### src/rtl/automatic_dish_washing_machine_if.sv
`default_nettype none
// ============================================================================
// Module      : automatic_dish_washing_machine_if
// Description : Sensor/timer inputs and actuator outputs of the dish washer
//               controller, bundled as one interface.
//               slave  : controller side (sensors in, actuators out)
//               master : environment side (drives sensors, observes actuators)
// Ports       : Start, Classify, Filled, Drained, Detergent_Added,
//               Washing_Timeout, Store_Timeout (to controller);
//               Fill_valve_second_on, Fill_valve_on, Drained_valve_on,
//               Door_Lock, Done, out (from controller)
// Revision    : 1.0 - initial release
// ============================================================================
interface automatic_dish_washing_machine_if;
    logic Start;
    logic Classify;
    logic Filled;
    logic Drained;
    logic Detergent_Added;
    logic Washing_Timeout;
    logic Store_Timeout;
    logic Fill_valve_second_on;
    logic Fill_valve_on;
    logic Drained_valve_on;
    logic Door_Lock;
    logic Done;
    logic out;

    modport slave (
        input  Start, Classify, Filled, Drained, Detergent_Added,
               Washing_Timeout, Store_Timeout,
        output Fill_valve_second_on, Fill_valve_on, Drained_valve_on,
               Door_Lock, Done, out
    );

    modport master (
        output Start, Classify, Filled, Drained, Detergent_Added,
               Washing_Timeout, Store_Timeout,
        input  Fill_valve_second_on, Fill_valve_on, Drained_valve_on,
               Door_Lock, Done, out
    );
endinterface
`default_nettype wire

### src/rtl/automatic_dish_washing_machine.sv
`default_nettype none
// ============================================================================
// Module      : automatic_dish_washing_machine
// Description : Moore FSM sequencing IDLE -> FILL -> DETERGENT -> WASH ->
//               DRAIN -> STORE -> DONE -> IDLE. Each state waits only on its
//               own exit input; outputs decode from the registered state.
// Ports       : Clock - system clock (rising edge)
//               Reset - asynchronous active-low reset
//               bus   - sensor inputs / actuator outputs (slave modport)
// Parameters  : DONE_CYCLES - cycles spent in DONE (1..15)
// Revision    : 1.0 - initial release
// ============================================================================
module automatic_dish_washing_machine #(
    parameter int unsigned DONE_CYCLES = 1
) (
    input  wire logic                            Clock,
    input  wire logic                            Reset,
    automatic_dish_washing_machine_if.slave      bus
);

    typedef enum logic [2:0] {
        S_IDLE      = 3'd0,
        S_FILL      = 3'd1,
        S_DETERGENT = 3'd2,
        S_WASH      = 3'd3,
        S_DRAIN     = 3'd4,
        S_STORE     = 3'd5,
        S_DONE      = 3'd6
    } state_t;

    // Counter value on the final DONE cycle.
    localparam logic [3:0] C_DONE_LAST = 4'(DONE_CYCLES - 1);

    state_t     state_q, state_d;
    logic [3:0] cnt_q, cnt_d;

    always_ff @(posedge Clock or negedge Reset) begin
        if (!Reset) begin
            state_q <= S_IDLE;
            cnt_q   <= 4'd0;
        end else begin
            state_q <= state_d;
            cnt_q   <= cnt_d;
        end
    end

    always_comb begin
        state_d = state_q;
        cnt_d   = cnt_q;
        case (state_q)
            S_IDLE:      if (bus.Start && bus.Classify) state_d = S_FILL;
            S_FILL:      if (bus.Filled)                state_d = S_DETERGENT;
            S_DETERGENT: if (bus.Detergent_Added)       state_d = S_WASH;
            S_WASH:      if (bus.Washing_Timeout)       state_d = S_DRAIN;
            S_DRAIN:     if (bus.Drained)               state_d = S_STORE;
            S_STORE: begin
                if (bus.Store_Timeout) begin
                    state_d = S_DONE;
                    cnt_d   = 4'd0;
                end
            end
            S_DONE: begin
                if (cnt_q == C_DONE_LAST) begin
                    state_d = S_IDLE;
                    cnt_d   = 4'd0;
                end else begin
                    cnt_d   = cnt_q + 4'd1;
                end
            end
            default:     state_d = S_IDLE;
        endcase
    end

    // Moore output decode: depends on state_q only, so reset clears the
    // outputs immediately without waiting for a clock edge.
    logic w_fill_second;
    logic w_fill;
    logic w_drain;
    logic w_lock;
    logic w_done;

    always_comb begin
        w_fill_second = 1'b0;
        w_fill        = 1'b0;
        w_drain       = 1'b0;
        w_lock        = 1'b0;
        w_done        = 1'b0;
        case (state_q)
            S_FILL:      begin w_fill        = 1'b1; w_lock = 1'b1; end
            S_DETERGENT: begin w_fill_second = 1'b1; w_lock = 1'b1; end
            S_WASH:      w_lock = 1'b1;
            S_DRAIN:     begin w_drain       = 1'b1; w_lock = 1'b1; end
            S_STORE:     w_lock = 1'b1;
            S_DONE:      w_done = 1'b1;  // door released
            default:     ;
        endcase
    end

    assign bus.Fill_valve_second_on = w_fill_second;
    assign bus.Fill_valve_on        = w_fill;
    assign bus.Drained_valve_on     = w_drain;
    assign bus.Door_Lock            = w_lock;
    assign bus.Done                 = w_done;
    assign bus.out                  = w_fill_second | w_fill | w_drain | w_lock | w_done;

endmodule
`default_nettype wire

### src/flat_wrapper.sv
// flat-port wrapper written by rule: the top's interface ports become plain ports
module automatic_dish_washing_machine_flat 
#(
    parameter int unsigned DONE_CYCLES = 1
)
  (Clock, Reset, bus_Start, bus_Classify, bus_Filled, bus_Drained, bus_Detergent_Added, bus_Washing_Timeout, bus_Store_Timeout, bus_Fill_valve_second_on, bus_Fill_valve_on, bus_Drained_valve_on, bus_Door_Lock, bus_Done, bus_out);
  automatic_dish_washing_machine_if bus_i ();
  input  wire logic Clock;
  input  wire logic Reset;
  input wire logic [$bits(bus_i.Start)-1:0] bus_Start;
  input wire logic [$bits(bus_i.Classify)-1:0] bus_Classify;
  input wire logic [$bits(bus_i.Filled)-1:0] bus_Filled;
  input wire logic [$bits(bus_i.Drained)-1:0] bus_Drained;
  input wire logic [$bits(bus_i.Detergent_Added)-1:0] bus_Detergent_Added;
  input wire logic [$bits(bus_i.Washing_Timeout)-1:0] bus_Washing_Timeout;
  input wire logic [$bits(bus_i.Store_Timeout)-1:0] bus_Store_Timeout;
  output wire logic [$bits(bus_i.Fill_valve_second_on)-1:0] bus_Fill_valve_second_on;
  output wire logic [$bits(bus_i.Fill_valve_on)-1:0] bus_Fill_valve_on;
  output wire logic [$bits(bus_i.Drained_valve_on)-1:0] bus_Drained_valve_on;
  output wire logic [$bits(bus_i.Door_Lock)-1:0] bus_Door_Lock;
  output wire logic [$bits(bus_i.Done)-1:0] bus_Done;
  output wire logic [$bits(bus_i.out)-1:0] bus_out;
  assign bus_i.Start = bus_Start;
  assign bus_i.Classify = bus_Classify;
  assign bus_i.Filled = bus_Filled;
  assign bus_i.Drained = bus_Drained;
  assign bus_i.Detergent_Added = bus_Detergent_Added;
  assign bus_i.Washing_Timeout = bus_Washing_Timeout;
  assign bus_i.Store_Timeout = bus_Store_Timeout;
  assign bus_Fill_valve_second_on = bus_i.Fill_valve_second_on;
  assign bus_Fill_valve_on = bus_i.Fill_valve_on;
  assign bus_Drained_valve_on = bus_i.Drained_valve_on;
  assign bus_Door_Lock = bus_i.Door_Lock;
  assign bus_Done = bus_i.Done;
  assign bus_out = bus_i.out;
  automatic_dish_washing_machine #(.DONE_CYCLES(DONE_CYCLES)) u_core (.Clock(Clock), .Reset(Reset), .bus(bus_i));
endmodule
### config.mk
export PLATFORM = sky130hd
export DESIGN_NAME = automatic_dish_washing_machine_flat
export DESIGN_NICKNAME = d
export VERILOG_FILES = /design/src/rtl/automatic_dish_washing_machine_if.sv /design/src/rtl/automatic_dish_washing_machine.sv /design/src/flat_wrapper.sv
export SDC_FILE = /design/constraint.sdc
export NUM_CORES = 1
export LEC_CHECK = 0
export CAP_MARGIN = 20
export CORE_AREA = 3 3 40 42
export CTS_BUF_LIST = sky130_fd_sc_hd__clkbuf_4
export CTS_CLUSTER_DIAMETER = 80
export CTS_CLUSTER_SIZE = 12
export DETAILED_ROUTE_END_ITERATION = 10
export DIE_AREA = 0 0 43 45
export PLACE_DENSITY = 0.76
export SETUP_SLACK_MARGIN = 0.2
export SLEW_MARGIN = 20
export SYNTH_ARGS = -nofsm -noshare
export SYNTH_HDL_FRONTEND = slang
export SYNTH_SLANG_ARGS = --single-unit
### constraint.sdc
create_clock -name Clock -period 1.42 [get_ports Clock]
set_input_delay 0.284 -clock Clock [delete_from_list [all_inputs] [get_ports Clock]]
set_output_delay 0.284 -clock Clock [all_outputs]
set_load 0.05 [all_outputs]
* Word-level counts from Yosys, hierarchy flattened
Cells that the tools add are included.
** Word-level totals
- Logic and storage cells :: 43
- Input bits :: 9
- Flip-flop bits (word level) :: 7
** Cells by class
- Bitwise operators :: 4
- Add/sub/neg operators :: 1
- Equality and inequality tests :: 13
- Reduce and logical (&&, ||, !) cells :: 7
- Muxes and demuxes :: 16
** Operators by type and width (count)
- 3-bit two-way mux :: 7
- 3-bit case mux with 7 select lines :: 1
- 2-bit != test (second input constant) :: 5
- 3-bit equality test (second input constant) :: 3
- 4-bit two-way mux :: 2
- 4-bit case mux with 2 select lines :: 1
- 7-bit AND reduction :: 1
- 3-bit by 2-bit equality test with 1-bit output (second input constant) :: 2
- 1-bit two-way mux :: 5
- 5-bit OR reduction :: 1
- 4-bit by 1-bit adder with 4-bit output (second input constant) :: 1
- 4-bit zero test :: 1
- 2-bit by 1-bit != test with 1-bit output (second input constant) :: 2
- 1-bit bitwise OR :: 4
- 3-bit by 1-bit equality test with 1-bit output (second input constant) :: 1
- 3-bit zero test :: 1
- 2-bit AND reduction :: 1
- 2-bit nonzero test :: 1
- 1-bit logical AND :: 1

* Logic depth before layout (Yosys ltp)
- Depth in word-level cells :: 6
- Depth in mapped cells :: 5
- Gate-level depth less buffers :: 5

* Least setup slack after synthesis
OpenSTA, ideal clock, no wires.
- Path kind :: register to output
- Start point :: reg u_core.state_q[1]
- End point :: out bus_out
- Required time :: 1136 ps
- Setup slack :: -740 ps
- Path buffers :: 1
- Arrival time :: 1876 ps
- Cell stages (with the launch flop) :: 5
- Cells stage by stage :: dfrtp_1 buf_2 nor3_2 a21oi_1 or2_1
** RTL lines
- start, declared :: line automatic_dish_washing_machine.sv:34 : state_t state_q, state_d;
- start signal, assigned :: line automatic_dish_washing_machine.sv:42 : state_q <= state_d;
- 3-bit by 1-bit equality test with 1-bit output (tied with other cells) :: line automatic_dish_washing_machine.sv:88 : case (state_q)
- 5-bit OR reduction (no source line) *
- 1-bit two-way mux * :: line automatic_dish_washing_machine.sv:88
- named net bus_Door_Lock :: line flat_wrapper.sv:20 : output wire logic [$bits(bus_i.Door_Lock)-1:0] bus_Door_Lock;
- 1-bit bitwise OR * (2 in a row) :: line automatic_dish_washing_machine.sv:104 : assign bus.out = w_fill_second | w_fill | w_drain | w_lock | w_done;
- end, declared :: line flat_wrapper.sv:22 : output wire logic [$bits(bus_i.out)-1:0] bus_out;
Mark *: on every way through the listed nets, which the timed path passes. The rest lies on a longest branch.

* Worst setup path in the final report
- Start point :: reg u_core.state_q[2]
- End point :: out bus_out
** Between the ends
- Longest elaborated chain between the ends :: 6
** RTL lines (line)
- 3-bit by 2-bit equality test with 1-bit output / 3-bit by 1-bit equality test with 1-bit output (equally long branches) :: automatic_dish_washing_machine.sv:88
- 1-bit two-way mux :: automatic_dish_washing_machine.sv:88
- 1-bit bitwise OR (3 in a row) :: automatic_dish_washing_machine.sv:104
- 1-bit bitwise OR * :: automatic_dish_washing_machine.sv:104
Every way passes the cells marked *; elsewhere a longest branch is shown, timed or not.

==> impl_metrics.py <==
metrics = {
    "run_status": {
        "outcome": "complete, but fails checks",
        "violations": "negative setup slack",
    },
    "drt": {
        "num_vias": 545,
        "wire_per_inst_um": 16.4,
        "wl_um": 1660,
        "firstDrtPassIters": 4,
        "drt-initial-drc-count": 16,
        "vias_per_cell": 5.40,
        "route.detailed.drc": 0,
        "ant_nets": 0,
    },
    "floorplanning": {
        "pin_count": 15,
        "die_w_um": 43,
        "initial_core_util": 0.413,
        "core-area_mm2": 0.00128,
        "fp-row-count": 13,
        "die_y_um": 45,
        "die_area_mm2": 0.00194,
    },
    "cts": {
        "cts_max_level": 1,
        "clk_pin_slew_ns": 0.06,
        "clock_insertion_delay_worst_skew_ns": 0.26,
        "numCtsBuffers": 3,
        "cts_sinks": 7,
        "cts_tree": "built",
        "cts_root_buf": "clkbuf_4",
        "cts_hold_buf": 0,
        "cts_buffer_depth": 2,
    },
    "grt": {
        "grt_pass1_vias": 525,
        "grt.overflow.total": 0,
        "antenna_found_initial": 0,
        "grt_start_max_net_pins": 8,
        "grt_usage": 0.163,
        "grt_pass1_wl_um": 2280,
    },
    "layout": {
        "instances_no_fill": 101,
        "area.growth.synth_to_final_pct": 88.2,
        "postLayoutCoreUtil": 0.777,
        "design_area_um2": 998,
        "drive_gt1_frac": 0.570,
        "fin_nets": 98,
        "diodes": 0,
    },
    "sta": {
        "relSlewSlack": 0.760,
        "fin_setup_tns_ns": -1.17,
        "layout_setup_ws_ns": -0.243,
        "min_period_over_period": 1.17,
        "fin_hold_ws_ns": 0.301,
        "finalSetupViolations": 10,
        "drv_slew": 0,
        "hold_violations": 0,
        "rsz0062_at_grt": "yes",
        "tightest_slew_ns": 0.359,
        "finClkSkew_ns": 0.0104,
        "fin_crit_ns": 1.66,
        "fmax_mhz": 601,
    },
    "yosys": {
        "ys_ff_latch": 7,
        "synth.yosys.warnings": 0,
        "synthFlopType": "dfrtp_1",
        "synth_cell_types": 29,
        "synth_top_area_frac": 0.330,
        "syn-num-nets": 64,
        "avgSynthCellArea_um2": 10.0,
        "ys_seq_area_frac": 0.330,
        "synth_edf_count": 0,
        "synthMostInstantiatedCell": "dfrtp_1",
        "syn-cell-area_um2": 531,
        "yosysTopAreaCell": "dfrtp_1",
        "async_flop_share": 1.00,
        "synthTopCellsByCount": "dfrtp_1 (7), a21oi_1 (4), inv_1 (4), nand2_1 (4)",
        "synthTopCellsByArea": "dfrtp_1 (33%), a22o_1 (5.0%), ha_1 (4.7%), nor3b_1 (4.2%), a31oi_4 (4.0%)",
        "synthCells": 53,
    },
    "setup_path": {
        "critPathCaptureType": "output pin",
        "crit_fanout": 5,
        "cpPeakStageDelay_ns": 0.44,
        "slowest_stage": "dfrtp_2",
        "crit_chain": "nor3_4, a21oi_4, or2_4, buf_12",
        "critPathKind": "flip-flop to output pin",
        "worstSetupStartpointType": "flip-flop",
        "cp.arrival_ns": 1.38,
        "crit_required_ns": 1.14,
    },
    "place": {
        "placed_area_um2": 853,
        "io_buffer_count": 14,
        "dp_slack_ns": 0.0142,
        "gp_congestion": 0.733,
        "place_inst": 88,
        "hpwl_um": 963,
    },
    "job": {
        "maxCapViolCount": 0,
    },
    "power_and_ir_drop": {
        "p_sw_mw": 1.11,
        "pwr-share-comb": 0.766,
        "vdd_ir_drop_max_uv": 1110,
        "p_leak_nw": 0.468,
        "p_int_mw": 1.48,
        "p_per_area_mw_per_mm2": 2600,
        "finalPower_mw": 2.60,
        "swShare": 0.429,
        "pwr-share-seq": 0.156,
        "clockPowerShare": 0.078,
    },
    "min_path": {
        "hold_path_class": "input pin to async pin",
    },
}
[registers in the layout, summed over array words and instances (netlist names)]
| signal | count |
|---|---|
| u_core.state_q | 3 |
| u_core.cnt_q | 4 |
[cells by family after synthesis]
kind of cell	synth area share
AO/OA/AOI/OAI	0.259
XOR/XNOR	0.0165
adder cells (fa/ha/maj)	0.0472
buffers and inverters	0.0825
flip-flops	0.330
multiplexers	0.0401
AND/OR/NAND/NOR	0.224
[per-layer routing]
layer,vias to the layer above,wire (µm),GRT usage
li1,260,-,-
met1,268,642,0.155
met5,-,0,0
met2,13,925,0.347
met4,0,37,0.0181
met3,4,52,0.0478
[worst max-delay path: cells and delay by family, from the launching register on]
family	cells	cell delay, ns
compound gates	1	0.05
flops	1	0.44
buf+inv	1	0.15
simple gates	2	0.49
[power by group through the flow]
stage | Combinational [mW] | Sequential [mW] | Clock (mW)
floorplan | 1.10 | 0.360 | 0
detailed placement | 1.70 | 0.394 | 0
CTS | 1.87 | 0.396 | 0.204
global route | 2.09 | 0.417 | 0.224
finish | 1.99 | 0.406 | 0.202
global placement | 1.67 | 0.386 | 0
[placed cells by master, fill, tap and decap left out, types with 2 or more instances in the layout]
cell type	count
buf_4	10
clkdlybuf4s50_1	8
buf_6	8
buf_12	6
clkbuf_4	4
dfrtp_1	4
inv_1	3
nand2_1	3
a22o_1	3
dfrtp_2	3
nor3b_4	2
a21oi_2	2
a21bo_1	2
a31oi_1	2
[cell type report]
class	instances	area [µm²]
Timing Repair Buffer	33	380
Multi-Input combinational cell	38	375
Fill cell	79	287
Sequential cell	7	179
Clock buffer	4	30.0
Tap cell	15	18.8
Inverter	4	15.0
[path summary, 6_finish.rpt]
kind                            slack [ns]  depth (start not counted)                           from                       endpoint
worst max-delay path                 -0.24                          4  u_core.state_q[2]$_DFFE_PN0P_                        bus_out
worst min-delay path                  0.30                          1                          Reset    u_core.cnt_q[3]$_DFFE_PN0P_
worst max register to register       -0.08                          6  u_core.state_q[1]$_DFFE_PN0P_    u_core.cnt_q[3]$_DFFE_PN0P_
worst min register to register        0.56                          1    u_core.cnt_q[2]$_DFFE_PN0P_    u_core.cnt_q[2]$_DFFE_PN0P_
max in group asynchronous             0.82                          1                          Reset  u_core.state_q[1]$_DFFE_PN0P_
min in group Clock                    0.56                          1    u_core.cnt_q[2]$_DFFE_PN0P_    u_core.cnt_q[2]$_DFFE_PN0P_
[timing repair]
item / in CTS / in global routing
buffers inserted: 6 / 3
pin swaps: 12 / 6
endpoints found under the setup margin: 13 / 13
resized for setup: 10 / 5
Note: power is estimated with default switching activity, not from simulation.
